`config.mk`:
```
export PLATFORM = sky130hd
export DESIGN_NAME = qspi_flash_responder
export DESIGN_NICKNAME = d
export VERILOG_FILES = /design/src/rtl/qspi_flash_responder.sv
export SDC_FILE = /design/constraint.sdc
export NUM_CORES = 1
export LEC_CHECK = 0
export BUFFER_PORTS_ARGS = -buffer_cell sky130_fd_sc_hd__buf_4
export CORE_AREA = 2 2 104 81
export DETAILED_ROUTE_END_ITERATION = 10
export DIE_AREA = 0 0 106 83
export GPL_TIMING_DRIVEN = 0
export PLACE_DENSITY_LB_ADDON = 0.05
export SYNTH_ARGS = -nofsm -noshare
export SYNTH_HDL_FRONTEND = slang
export SYNTH_SLANG_ARGS = --single-unit
```
`constraint.sdc`:
```
create_clock -name clk -period 4.5 [get_ports clk]
set_input_delay 0.45 -clock clk [delete_from_list [all_inputs] [get_ports clk]]
set_output_delay 0.45 -clock clk [all_outputs]
set_load 0.03 [all_outputs]
```
`src/rtl/qspi_flash_responder.sv`:
```
// QSPI serial-NOR flash responder backed by a synchronous byte memory.
// Oversamples SCK/CSB/IO with clk, decodes READ (0x03) and QUAD I/O
// FAST READ (0xEB, with continuous-read mode), and streams memory bytes.
module qspi_flash_responder #(
    parameter int ADDR_W = 16,
    parameter int DUMMY  = 4
) (
    input  logic              clk,
    input  logic              reset,
    input  logic              spi_clk,
    input  logic              spi_csb,
    input  logic [3:0]        spi_io_di,
    output logic [3:0]        spi_io_do,
    output logic [3:0]        spi_io_oe,
    output logic              mem_rd,
    output logic [ADDR_W-1:0] mem_addr,
    input  logic [7:0]        mem_rdata,
    output logic              busy,
    output logic              cmd_err
);

    typedef enum logic [3:0] {
        IDLE, CMD, ADDR_S, ADDR_Q, MODE, DUMMY_CYC, DATA_S, DATA_Q, IGNORE
    } state_t;

    state_t      state;
    logic [1:0]  sck_sync, csb_sync;
    logic [3:0]  io_m, io_s;
    logic        sck_q, csb_q;
    logic        sck_rise, sck_fall, csb_rise, csb_fall;
    logic        cont_mode;
    logic [22:0] in_sr;     // incoming opcode/address/mode bits
    logic [4:0]  in_cnt;    // rises seen in the current input phase
    logic [2:0]  out_cnt;   // falls seen in the current output byte
    logic [7:0]  sh;        // output byte shifter
    logic [7:0]  pbuf;      // prefetched next byte
    logic        rd_dst;    // 0: read targets shifter, 1: prefetch buffer
    logic        rd_vld;    // mem_rdata is valid this clk

    assign sck_rise = sck_sync[1] & ~sck_q;
    assign sck_fall = ~sck_sync[1] & sck_q;
    assign csb_rise = csb_sync[1] & ~csb_q;
    assign csb_fall = ~csb_sync[1] & csb_q;

    // Two-flop synchronizers plus a delayed copy for edge detection;
    // IO goes through the same depth so it lines up with the SCK edge.
    always_ff @(posedge clk) begin
        if (reset) begin
            sck_sync <= 2'b00;
            csb_sync <= 2'b11;
            io_m     <= 4'h0;
            io_s     <= 4'h0;
            sck_q    <= 1'b0;
            csb_q    <= 1'b1;
        end else begin
            sck_sync <= {sck_sync[0], spi_clk};
            csb_sync <= {csb_sync[0], spi_csb};
            io_m     <= spi_io_di;
            io_s     <= io_m;
            sck_q    <= sck_sync[1];
            csb_q    <= csb_sync[1];
        end
    end

    // Protocol FSM: shift inputs on SCK rise, drive data on SCK fall.
    always_ff @(posedge clk) begin
        if (reset) begin
            state     <= IDLE;
            cont_mode <= 1'b0;
            in_sr     <= '0;
            in_cnt    <= '0;
            out_cnt   <= '0;
            sh        <= '0;
            pbuf      <= '0;
            rd_dst    <= 1'b0;
            rd_vld    <= 1'b0;
            mem_rd    <= 1'b0;
            mem_addr  <= '0;
            spi_io_do <= 4'h0;
            spi_io_oe <= 4'h0;
            busy      <= 1'b0;
            cmd_err   <= 1'b0;
        end else begin
            mem_rd  <= 1'b0;
            cmd_err <= 1'b0;
            rd_vld  <= mem_rd;
            if (rd_vld) begin
                if (rd_dst) pbuf <= mem_rdata;
                else        sh   <= mem_rdata;
            end

            if (csb_rise) begin
                state     <= IDLE;
                spi_io_oe <= 4'h0;
                in_cnt    <= '0;
                out_cnt   <= '0;
                busy      <= 1'b0;
            end else if (csb_fall) begin
                state   <= cont_mode ? ADDR_Q : CMD;
                in_cnt  <= '0;
                out_cnt <= '0;
                busy    <= 1'b1;
            end else if (sck_rise) begin
                case (state)
                    CMD: begin
                        in_sr  <= {in_sr[21:0], io_s[0]};
                        in_cnt <= in_cnt + 5'd1;
                        if (in_cnt == 5'd7) begin
                            in_cnt <= '0;
                            case ({in_sr[6:0], io_s[0]})
                                8'h03:        state <= ADDR_S;
                                8'hEB:        state <= ADDR_Q;
                                8'hFF, 8'hAB: begin
                                    state     <= IGNORE;
                                    cont_mode <= 1'b0;
                                end
                                default: begin
                                    state   <= IGNORE;
                                    cmd_err <= 1'b1;
                                end
                            endcase
                        end
                    end
                    ADDR_S: begin
                        in_sr  <= {in_sr[21:0], io_s[0]};
                        in_cnt <= in_cnt + 5'd1;
                        if (in_cnt == 5'd23) begin
                            in_cnt   <= '0;
                            out_cnt  <= '0;
                            mem_addr <= ADDR_W'({in_sr[22:0], io_s[0]});
                            mem_rd   <= 1'b1;
                            rd_dst   <= 1'b0;
                            state    <= DATA_S;
                        end
                    end
                    ADDR_Q: begin
                        in_sr  <= {in_sr[18:0], io_s};
                        in_cnt <= in_cnt + 5'd1;
                        if (in_cnt == 5'd5) begin
                            in_cnt   <= '0;
                            mem_addr <= ADDR_W'({in_sr[19:0], io_s});
                            mem_rd   <= 1'b1;
                            rd_dst   <= 1'b0;
                            state    <= MODE;
                        end
                    end
                    MODE: begin
                        in_sr  <= {in_sr[18:0], io_s};
                        in_cnt <= in_cnt + 5'd1;
                        if (in_cnt == 5'd1) begin
                            in_cnt <= '0;
                            // mode[5:4] is the low half of the first nibble
                            cont_mode <= (in_sr[1:0] == 2'b10);
                            out_cnt   <= '0;
                            state     <= (DUMMY == 0) ? DATA_Q : DUMMY_CYC;
                        end
                    end
                    DUMMY_CYC: begin
                        in_cnt <= in_cnt + 5'd1;
                        if (in_cnt == 5'(DUMMY - 1)) begin
                            in_cnt  <= '0;
                            out_cnt <= '0;
                            state   <= DATA_Q;
                        end
                    end
                    default: ;
                endcase
            end else if (sck_fall) begin
                case (state)
                    DATA_S: begin
                        spi_io_oe <= 4'b0010;
                        spi_io_do <= {2'b00, sh[7], 1'b0};
                        sh        <= {sh[6:0], 1'b0};
                        out_cnt   <= out_cnt + 3'd1;
                        if (out_cnt == 3'd0) begin
                            mem_addr <= mem_addr + 1'b1;
                            mem_rd   <= 1'b1;
                            rd_dst   <= 1'b1;
                        end
                        if (out_cnt == 3'd7) sh <= pbuf;
                    end
                    DATA_Q: begin
                        spi_io_oe <= 4'b1111;
                        spi_io_do <= sh[7:4];
                        sh        <= {sh[3:0], 4'h0};
                        out_cnt   <= {2'b00, ~out_cnt[0]};
                        if (!out_cnt[0]) begin
                            mem_addr <= mem_addr + 1'b1;
                            mem_rd   <= 1'b1;
                            rd_dst   <= 1'b1;
                        end else begin
                            sh <= pbuf;
                        end
                    end
                    default: ;
                endcase
            end
        end
    end

endmodule
```
==> results.tsv, run 1 <==
stage	metric	value	unit
run_status	outcome	finished clean	
global_route	largest net degree at the start of global routing	17	
place	gpl congestion	0.943	
power_and_ir_drop	Max rail drop VDD	0.000259	V
synthesis	sequential fraction of the synthesis area	37.1	%
clock_network	post-CTS setup buffer count	0	
place	pre-CTS setup slack	1.75	ns
sta	setup TNS	0	ns
cells_and_area	Post-layout nets	616	
worst_setup_path	CP endpoint kind	flip-flop	
die	Die H	83	µm
cells_and_area	Final Non-Filler Cells	699	
worst_hold_path	Worst Hold Class	in -> reg	
die	Starting Density	59.2	%
worst_hold_path	hold depth	2	
sta	WHS	0.265	ns
sta	Slew Viols, Final	0	
cells_and_area	# diodes	0	
sta	post-route setup slack	1.68	ns
synthesis	syn_nets	563	
worst_setup_path	Worst R2R Setup Slack	1.68	ns
clock_network	CTS tree	done	
global_route	initial antenna violation count	0	
power_and_ir_drop	leakage power	1.97	nW
clock_network	CTS resizes	0	
synthesis	Synth cell types	67	
die	core box area	7740	µm²
clock_network	cts bufs inserted	9	
sta	minimum clock period	2.82	ns
routing	DR iter-0 viols	412	
place	placed cells	683	
clock_network	clock latency on the worst-skew pair	0.36	ns
power_and_ir_drop	Power Density	275	nW/µm²
worst_setup_path	FF-to-FF Start	csb_sync[1]	
clock_network	Max Root-Sink Buffers	2	
global_route	first-pass GRT wire length	21500	µm
clock_network	H-tree lvl count	3	
synthesis	EDFF count, synth	0	
synthesis	Synth Cell Area	4590	µm²
global_route	vias in the first global route	4159	
die	row count	28	
place	IO buf count	42	
routing	Detailed Route WL	13200	µm
worst_setup_path	kind of critical path	reg -> reg	
synthesis	Post-synth top flop	dfxtp_1	
worst_setup_path	Worst Reg2Reg Path Length in Cells	9	
sta	Max-slew headroom	38.4	%
die	# IOs	43	
worst_setup_path	crit-path max FO	10	
synthesis	Post-Synthesis Cells	536	
sta	RSZ-0062 raised after global routing	false	
worst_hold_path	HP Start	spi_csb	
clock_network	Hold Buf Count CTS	0	
sta	period utilization	62.8	%
worst_setup_path	FF-to-FF End	in_sr[10]	
clock_network	CTS sink cnt	85	
sta	Max Clock Skew	0.0109	ns
die	Die Wd	106	µm
die	die outline area	8800	µm²
worst_setup_path	Worst Setup SP	csb_sync[1]	
global_route	GRT overflow	0	
routing	WL/cell	18.9	µm
synthesis	Mapped Avg Cell Area	8.56	µm²
routing	Initial DRT Pass Iterations	5	
routing	via count	4543	
global_route	GRT Total Usage	30.7	%
worst_setup_path	worst path arrival time	3.05	ns
sta	fmax	0.354	GHz
routing	Via-to-Cell Ratio	6.50	
sta	Final Setup Violations	0	
worst_setup_path	Required @ worst endpoint	4.72	ns
worst_hold_path	Worst Hold Endpoint	csb_sync[0]	
cells_and_area	post-layout util	67.6	%
routing	Antenna Nets Post-Route	0	
clock_network	clk root buf	clkbuf_8	
cells_and_area	synth-to-layout area growth	14.2	%
synthesis	FFs w/ async S/R, synth	0	%
clock_network	clk slew on worst S/H paths	0.10	ns
run	# Max-Cap Violations	0	
worst_setup_path	crit path launch type	flip-flop	
routing	drt drc	0	
sta	Final Hold Viols	0	
cells_and_area	layout cell share with drive strength beyond 1	14.6	%
sta	worst-margin pin slew	0.916	ns
place	post-DP HPWL	9460	µm
synthesis	YS warnings	0	
synthesis	#FFs+latches synth	85	
[cells in the final DEF, fill, tap and decap left out, types with 4 or more instances in the layout]
cell type,synthesis,layout
a211oi_1,18,18
a21oi_1,25,25
a22oi_1,11,11
a31oi_1,10,10
and3_1,9,9
buf_1,6,6
buf_2,7,7
buf_4,2,44
clkbuf_1,28,28
clkbuf_8,0,9
dfxtp_1,85,85
ha_1,11,11
inv_1,13,13
inv_6,0,4
mux2_2,8,8
mux2i_1,33,33
nand2_1,33,33
nand2b_1,5,5
nand3_1,21,21
nand4_1,6,6
nor2_1,62,62
nor2b_1,17,17
nor3_1,14,14
nor4_1,7,7
nor4bb_1,4,4
o21a_1,5,5
o21ai_0,7,7
o221a_2,4,4
o22a_1,6,6
o311ai_0,7,7
o31ai_1,9,9
or3_1,6,6
[worst max-delay path, stage by stage (launching register included)]
cell	delay, ns
dfxtp_1	0.38
inv_1	0.08
ha_1	0.19
clkbuf_1	0.21
or2_2	0.34
clkbuf_1	0.21
and4b_1	0.35
clkbuf_1	0.40
buf_1	0.39
a211oi_1	0.14
[Yosys cell counts (4+ instances only)]
cell type / count / area share, %
nand3_1: 21 / 2.3
o311ai_0: 7 / 1.3
nand2b_1: 5 / 0.68
buf_1: 6 / 0.49
a21oi_1: 25 / 2.7
o21ai_0: 7 / 0.76
nand2_1: 33 / 2.7
nor4_1: 7 / 0.95
o221a_2: 4 / 0.98
or3_1: 6 / 0.82
buf_2: 7 / 0.76
nand4_1: 6 / 0.82
a211oi_1: 18 / 2.9
ha_1: 11 / 3.0
nor2b_1: 17 / 2.3
o21a_1: 5 / 0.82
clkbuf_1: 28 / 2.3
a22oi_1: 11 / 1.8
o22a_1: 6 / 1.1
mux2_2: 8 / 2.0
a31oi_1: 10 / 1.4
and3_1: 9 / 1.2
nor2_1: 62 / 5.1
dfxtp_1: 85 / 37
mux2i_1: 33 / 7.2
o31ai_1: 9 / 1.5
nor4bb_1: 4 / 0.87
nor3_1: 14 / 1.5
inv_1: 13 / 1.1
[worst max path at each step]
| stage | to | slack, ns | cells after the start |
|---|---|---|---|
| floorplan | mem_addr[4] | 2.24 | 8 |
| CTS | in_sr[10] | 1.71 | 9 |
| global route | in_sr[12] | 1.46 | 9 |
| global placement | in_sr[12] | 1.79 | 9 |
| finish | in_sr[10] | 1.68 | 9 |
| detailed placement | in_sr[10] | 1.75 | 9 |
[registers in the layout, summed over array words and instances (netlist names), 2 cells and up]
signal     count
spi_io_do      4
sck_sync       2
io_m           4
mem_addr      16
spi_io_oe      2
io_s           4
in_cnt         5
state          4
pbuf           8
in_sr         15
csb_sync       2
out_cnt        3
sh             8
[per-stage QoR]
stage	total power [mW]	instance area, µm²
after floorplan	0.840	4590
after global placement	0.876	5030
after detailed placement	0.878	5030
after CTS	1.44	5240
after global routing	1.48	5240
final	1.44	5240
[cells by family (layout without fill, tap and decap cells)]
family | after synthesis | in the layout | share of synthesized area [%]
simple gates | 205 | 205 | 23.1
fa+ha+maj | 11 | 11 | 3.00
mux | 41 | 41 | 9.17
compound gates | 133 | 133 | 21.7
xor+xnor | 4 | 4 | 0.764
buf+inv | 57 | 115 | 5.18
flops | 85 | 85 | 37.1
[cell type report]
class | count | area (µm²)
multi-input combinational | 394 | 2650
fill | 656 | 2510
sequential | 85 | 1700
timing repair buffer | 42 | 315
buffer | 44 | 189
tap | 105 | 131
clock buffer | 9 | 124
clock inverter | 7 | 78.8
inverter | 13 | 48.8
[routing by layer]
metal	global-route usage [%]	vias to the layer above	part of all wire [%]
li1	-	2107	-
met1	45.5	2174	45
met2	42.9	235	43
met3	7.14	27	10
met4	11.8	0	2.0
met5	0	-	0
[where the power goes]
part | internal [mW] | leakage [nW] | switching, mW
clock network | 0.265 | 0.105 | 0.310
logic | 0.0337 | 1.18 | 0.0624
registers | 0.761 | 0.688 | 0.00626
No activity file was read; power rests on OpenSTA's default activity.
==> run 2, diff against run 1 <==
--- a/config.mk
+++ b/config.mk
@@ -6,9 +6,9 @@
 export NUM_CORES = 1
 export LEC_CHECK = 0
 export BUFFER_PORTS_ARGS = -buffer_cell sky130_fd_sc_hd__buf_4
-export CORE_AREA = 2 2 104 81
+export CORE_AREA = 2 2 105 82
 export DETAILED_ROUTE_END_ITERATION = 10
-export DIE_AREA = 0 0 106 83
+export DIE_AREA = 0 0 107 84
 export GPL_TIMING_DRIVEN = 0
 export PLACE_DENSITY_LB_ADDON = 0.05
 export SYNTH_ARGS = -nofsm -noshare
==> constraint.sdc (replaced) <==
create_clock -name clk -period 2.75 [get_ports clk]
set_input_delay 0.275 -clock clk [delete_from_list [all_inputs] [get_ports clk]]
set_output_delay 0.275 -clock clk [all_outputs]
set_load 0.03 [all_outputs]
==> run 2 against run 1 <==
Against the previous run:
- global-route usage down 0.36 points
- power up 63%
- clock-buffer cell count increased by 2
- hold slack lost 0.19 ns
- cell count is 0.86% higher
- routed wire length fell by 0.57%
- register-to-register slack worse by 1.6 ns
- highest routed layer unchanged
==> results.tsv, run 2 (synthesized netlist as in run 1, its figures left out) <==
stage	metric	value	unit
worst_setup_path	CP max stage delay	0.44	ns
die	row count	29	
worst_setup_path	Slowest-stage cell, CP	a311o_1	
worst_setup_path	crit path launch type	flip-flop	
routing	WL/cell	18.7	µm
clock_network	cts bufs inserted	9	
place	gpl congestion	0.967	
cells_and_area	# diodes	0	
clock_network	clock latency on the worst-skew pair	0.38	ns
routing	drt drc	0	
clock_network	clk root buf	clkbuf_8	
global_route	first-pass GRT wire length	21300	µm
routing	Antenna Nets Post-Route	0	
sta	fmax	0.380	GHz
cells_and_area	most common cell after layout, fill and taps aside	dfxtp_1	
routing	DR iter-0 viols	329	
clock_network	clk slew on worst S/H paths	0.09	ns
routing	Detailed Route WL	13200	µm
routing	Initial DRT Pass Iterations	5	
routing	Via-to-Cell Ratio	6.36	
cells_and_area	Largest Register	mem_addr	
global_route	initial antenna violation count	0	
clock_network	CTS tree	done	
clock_network	H-tree lvl count	3	
sta	RSZ-0062 raised after global routing	false	
global_route	largest net degree at the start of global routing	15	
sta	Final Setup Violations	0	
routing	via count	4484	
sta	period utilization	95.7	%
clock_network	CTS sink cnt	85	
worst_hold_path	Worst Hold Class	in -> reg	
sta	minimum clock period	2.63	ns
sta	Final Hold Viols	0	
power_and_ir_drop	leakage power	2.00	nW
place	post-DP HPWL	9430	µm
sta	Max-slew headroom	37.0	%
power_and_ir_drop	Max rail drop VDD	0.000421	V
place	IO buf count	42	
sta	Max Clock Skew	0.0122	ns
clock_network	Max Root-Sink Buffers	2	
global_route	vias in the first global route	4035	
die	# IOs	43	
worst_setup_path	crit-path max FO	10	
sta	setup TNS	0	ns
power_and_ir_drop	post-layout power	2.34	mW
worst_setup_path	CP endpoint kind	flip-flop	
cells_and_area	synth-to-layout area growth	15.1	%
sta	worst-margin pin slew	0.937	ns
worst_setup_path	CP Cell Sequence	inv_1 -> ha_1 -> or2_2 -> clkbuf_1 -> a311o_1 -> buf_2 -> o311ai_0 -> o31ai_1	
global_route	GRT overflow	0	
die	core box area	8090	µm²
power_and_ir_drop	Power Density	444	nW/µm²
worst_setup_path	cell family with most CP delay	compound AO/OA/AOI/OAI gates	
worst_setup_path	worst path arrival time	2.87	ns
die	Die Wd	107	µm
cells_and_area	top flop regs	mem_addr (16), in_sr (15)	
worst_setup_path	Crit path buffers/inverters	3	
run_status	outcome	finished clean	
worst_setup_path	kind of critical path	reg -> reg	
cells_and_area	Post-layout nets	619	
global_route	GRT Total Usage	30.3	%
run	# Max-Cap Violations	0	
worst_setup_path	Required @ worst endpoint	2.99	ns
sta	Slew Viols, Final	0	
die	die outline area	8990	µm²
die	Die H	84	µm
cells_and_area	layout cell share with drive strength beyond 1	16.1	%
cells_and_area	most frequent cells in the layout	dfxtp_1 (85), nor2_1 (61), buf_4 (48)	
cells_and_area	Largest register FFs	16	
die	Starting Density	56.7	%
cells_and_area	post-layout util	65.2	%
run 2: layout make-up:
class,instances,area [µm²]
flip-flops and latches,85,1700
clock inverters,5,58.8
multi-input cells,394,2660
fillers,717,2820
clock buffers,11,141
inverters,13,48.8
plain buffers,43,190
well taps,108,135
repair buffers,46,345
run 2: repair_timing:
action / in CTS / in global routing
setup endpoints to repair: 2 / 29
pin swaps: 0 / 1
hold buffers: 0 / 0
setup buffers: 0 / 4
resized for setup: 1 / 6
run 2: metal layers:
metal / track usage [%] / vias to the layer above / share of wire, %
met3: 8.98 / 18 / 8.7
met2: 41.9 / 201 / 42
met1: 45.0 / 2156 / 48
li1: - / 2109 / -
met4: 9.21 / 0 / 1.4
met5: 0 / - / 0
run 2: worst paths after layout:
check             slack (ns)  depth (start not counted)        start      endpoint
setup reg to reg        0.12                          8  csb_sync[1]  mem_addr[11]
setup / recovery        0.12                          8  csb_sync[1]  mem_addr[11]
hold / removal          0.08                          2      spi_csb   csb_sync[0]
hold reg to reg         0.42                          1  csb_sync[0]   csb_sync[1]
run 2: worst reg2reg max path, delay by kind of cell, from the launching register on:
kind | cells | cell delay [ns]
AND/OR/NAND/NOR | 1 | 0.34
flip-flops | 1 | 0.35
AO/OA/AOI/OAI | 3 | 0.96
buffers and inverters | 3 | 0.49
adder cells (fa/ha/maj) | 1 | 0.34
run 2: power by group:
group	switching [mW]	total (mW)	internal, mW
clock	0.479	0.926	0.447
sequential	0.00999	1.26	1.25
combinational	0.104	0.164	0.0602
run 2: per-stage QoR:
stage	cell area [µm²]	cells	worst slack, ns	hold WS [ns]
after floorplan	4590	536	0.489	0.379
after global placement	5040	686	0.0774	0.393
after detailed placement	5040	686	0.00487	0.395
after CTS	5240	702	0.00247	0.0674
after global routing	5280	705	0.0244	0.0810
final	5280	705	0.117	0.0787
==> run 3, diff against run 2 <==
--- a/config.mk
+++ b/config.mk
@@ -5,10 +5,10 @@
 export SDC_FILE = /design/constraint.sdc
 export NUM_CORES = 1
 export LEC_CHECK = 0
-export BUFFER_PORTS_ARGS = -buffer_cell sky130_fd_sc_hd__buf_4
-export CORE_AREA = 2 2 105 82
+export CORE_AREA = 2 2 104 81
 export DETAILED_ROUTE_END_ITERATION = 10
-export DIE_AREA = 0 0 107 84
+export DIE_AREA = 0 0 106 83
+export DONT_BUFFER_PORTS = 1
 export GPL_TIMING_DRIVEN = 0
 export PLACE_DENSITY_LB_ADDON = 0.05
 export SYNTH_ARGS = -nofsm -noshare
==> run 3 against run 2 <==
Against the previous run:
- design area fell by 5.9%
- non-clock buffer count fell by 42
- clock-buffer cell count did not move
- maximum frequency fell by 0.16%
- first-iteration DRC count rose by 12%
- critical path type unchanged
==> results.tsv, run 3 (synthesized netlist as in run 1, its figures left out) <==
stage	metric	value	unit
run_status	outcome	finished clean	
sta	fmax	0.379	GHz
clock_network	clock latency on the worst-skew pair	0.37	ns
routing	drt drc	0	
place	placed cells	641	
cells_and_area	# diodes	0	
sta	minimum clock period	2.64	ns
power_and_ir_drop	leakage power	1.78	nW
die	die outline area	8800	µm²
routing	met1 wire length	6230	µm
global_route	initial antenna violation count	0	
clock_network	CTS tree	done	
cells_and_area	layout cell share with drive strength beyond 1	9.55	%
worst_setup_path	Required @ worst endpoint	3.00	ns
routing	metal2 WL	5510	µm
power_and_ir_drop	Power Density	465	nW/µm²
global_route	GRT overflow	0	
routing	via count	4250	
die	Die Wd	106	µm
global_route	vias in the first global route	3967	
cells_and_area	Final Non-Filler Cells	660	
routing	DR iter-0 viols	370	
clock_network	clk slew on worst S/H paths	0.09	ns
run	# Max-Cap Violations	0	
cells_and_area	synth-to-layout area growth	8.29	%
global_route	first-pass GRT wire length	21200	µm
clock_network	CTS sink cnt	85	
sta	Final Hold Viols	0	
worst_setup_path	kind of critical path	reg -> reg	
routing	Detailed Route WL	13100	µm
die	Starting Density	59.2	%
sta	Max-slew headroom	40.1	%
sta	Max Clock Skew	0.00971	ns
global_route	largest net degree at the start of global routing	15	
routing	Via-to-Cell Ratio	6.44	
power_and_ir_drop	Max rail drop VDD	0.000333	V
global_route	GRT Total Usage	30.5	%
routing	met3 WL post-DR	1240	µm
cells_and_area	Post-layout nets	577	
die	core box area	7740	µm²
place	post-DP HPWL	9490	µm
sta	RSZ-0062 raised after global routing	false	
die	Die H	83	µm
cells_and_area	most frequent cells in the layout	dfxtp_1 (85), nor2_1 (61), nand2_1 (33), mux2i_1 (33), clkbuf_1 (26)	
routing	highest routed layer	met4	
die	row count	28	
routing	Antenna Nets Post-Route	0	
clock_network	H-tree lvl count	3	
worst_setup_path	worst path arrival time	2.88	ns
worst_setup_path	crit path launch type	flip-flop	
sta	Slew Viols, Final	0	
clock_network	clk root buf	clkbuf_8	
place	IO buf count	0	
routing	WL/cell	19.9	µm
cells_and_area	top flop regs	mem_addr (16), in_sr (15)	
sta	worst-margin pin slew	0.891	ns
sta	Final Setup Violations	0	
routing	Initial DRT Pass Iterations	6	
die	# IOs	43	
worst_setup_path	crit-path max FO	10	
power_and_ir_drop	post-layout power	2.31	mW
worst_hold_path	Worst Hold Class	in -> reg	
place	gpl congestion	0.946	
sta	period utilization	95.9	%
cells_and_area	most common cell after layout, fill and taps aside	dfxtp_1	
clock_network	Max Root-Sink Buffers	2	
cells_and_area	Largest Register	mem_addr	
worst_setup_path	CP endpoint kind	flip-flop	
cells_and_area	Largest register FFs	16	
clock_network	cts bufs inserted	9	
## run 3: cell types whose count changed in the layout (fill, tap and decap cells not counted), moves of 2 or more
cell and change:
buf_1 +2, buf_4 -43, clkinv_4 +2, o311ai_0 -3
o311ai_1 +3
## run 3: path summary, 6_finish.rpt
check	from	to	slack, ns	cells past startpoint
max	sck_sync[1]	mem_rd	0.11	6
min	spi_io_di[0]	io_m[0]	0.03	1
max reg2reg	sck_sync[1]	mem_rd	0.11	6
min reg2reg	csb_sync[0]	csb_sync[1]	0.41	1
## run 3: timing repair
action / 4_1_cts / 5_1_grt
hold buffers: 1 / 0
buffers inserted: 0 / 3
hold endpoints to repair: 1 / 0
endpoints found under the setup margin: 10 / 23
gates cloned: 0 / 0
gates resized for setup: 2 / 9
## run 3: area by class of cell
type | count | area [µm²]
sequential | 85 | 1700
timing repair buffer | 4 | 32.5
fill | 697 | 2780
clock inverter | 5 | 60.1
multi-input combinational | 394 | 2660
clock buffer | 11 | 141
tap | 105 | 131
inverter | 13 | 48.8
buffer | 43 | 189
## run 3: per-stage QoR
step	hold WS (ns)	cell area [µm²]	setup slack (ns)	setup TNS, ns	util [%]
2_1_floorplan	0.379	4590	0.489	0	-
3_3_place_gp	0.380	4720	0.00269	0	60.9
3_5_place_dp	0.382	4720	-0.00729	-0.00729	60.9
4_1_cts	0.0271	4930	0.0585	0	63.7
5_1_grt	0.0419	4970	0.0447	0	64.1
6_report	0.0333	4970	0.113	0	64.1
## run 3: power by group
| part | internal, mW | leakage (nW) | total [mW] | switching [mW] |
|---|---|---|---|---|
| sequential | 1.25 | 0.688 | 1.26 | 0.0138 |
| combinational | 0.0443 | 0.992 | 0.139 | 0.0943 |
| clock | 0.447 | 0.0995 | 0.912 | 0.465 |
## run 3: critical path, cell delays in order, from the launching register on
cell and delay, ns:
dfxtp_1 0.36, ha_1 0.30, buf_1 0.45, buf_1 0.48
clkbuf_1 0.48, a21oi_1 0.08, a211oi_1 0.36
## run 3: routing by layer
metal | vias up | GRT usage [%]
met1 | 2012 | 45.6
met2 | 203 | 43.0
met4 | 0 | 6.82
li1 | 2015 | -
met3 | 20 | 9.03
met5 | - | 0
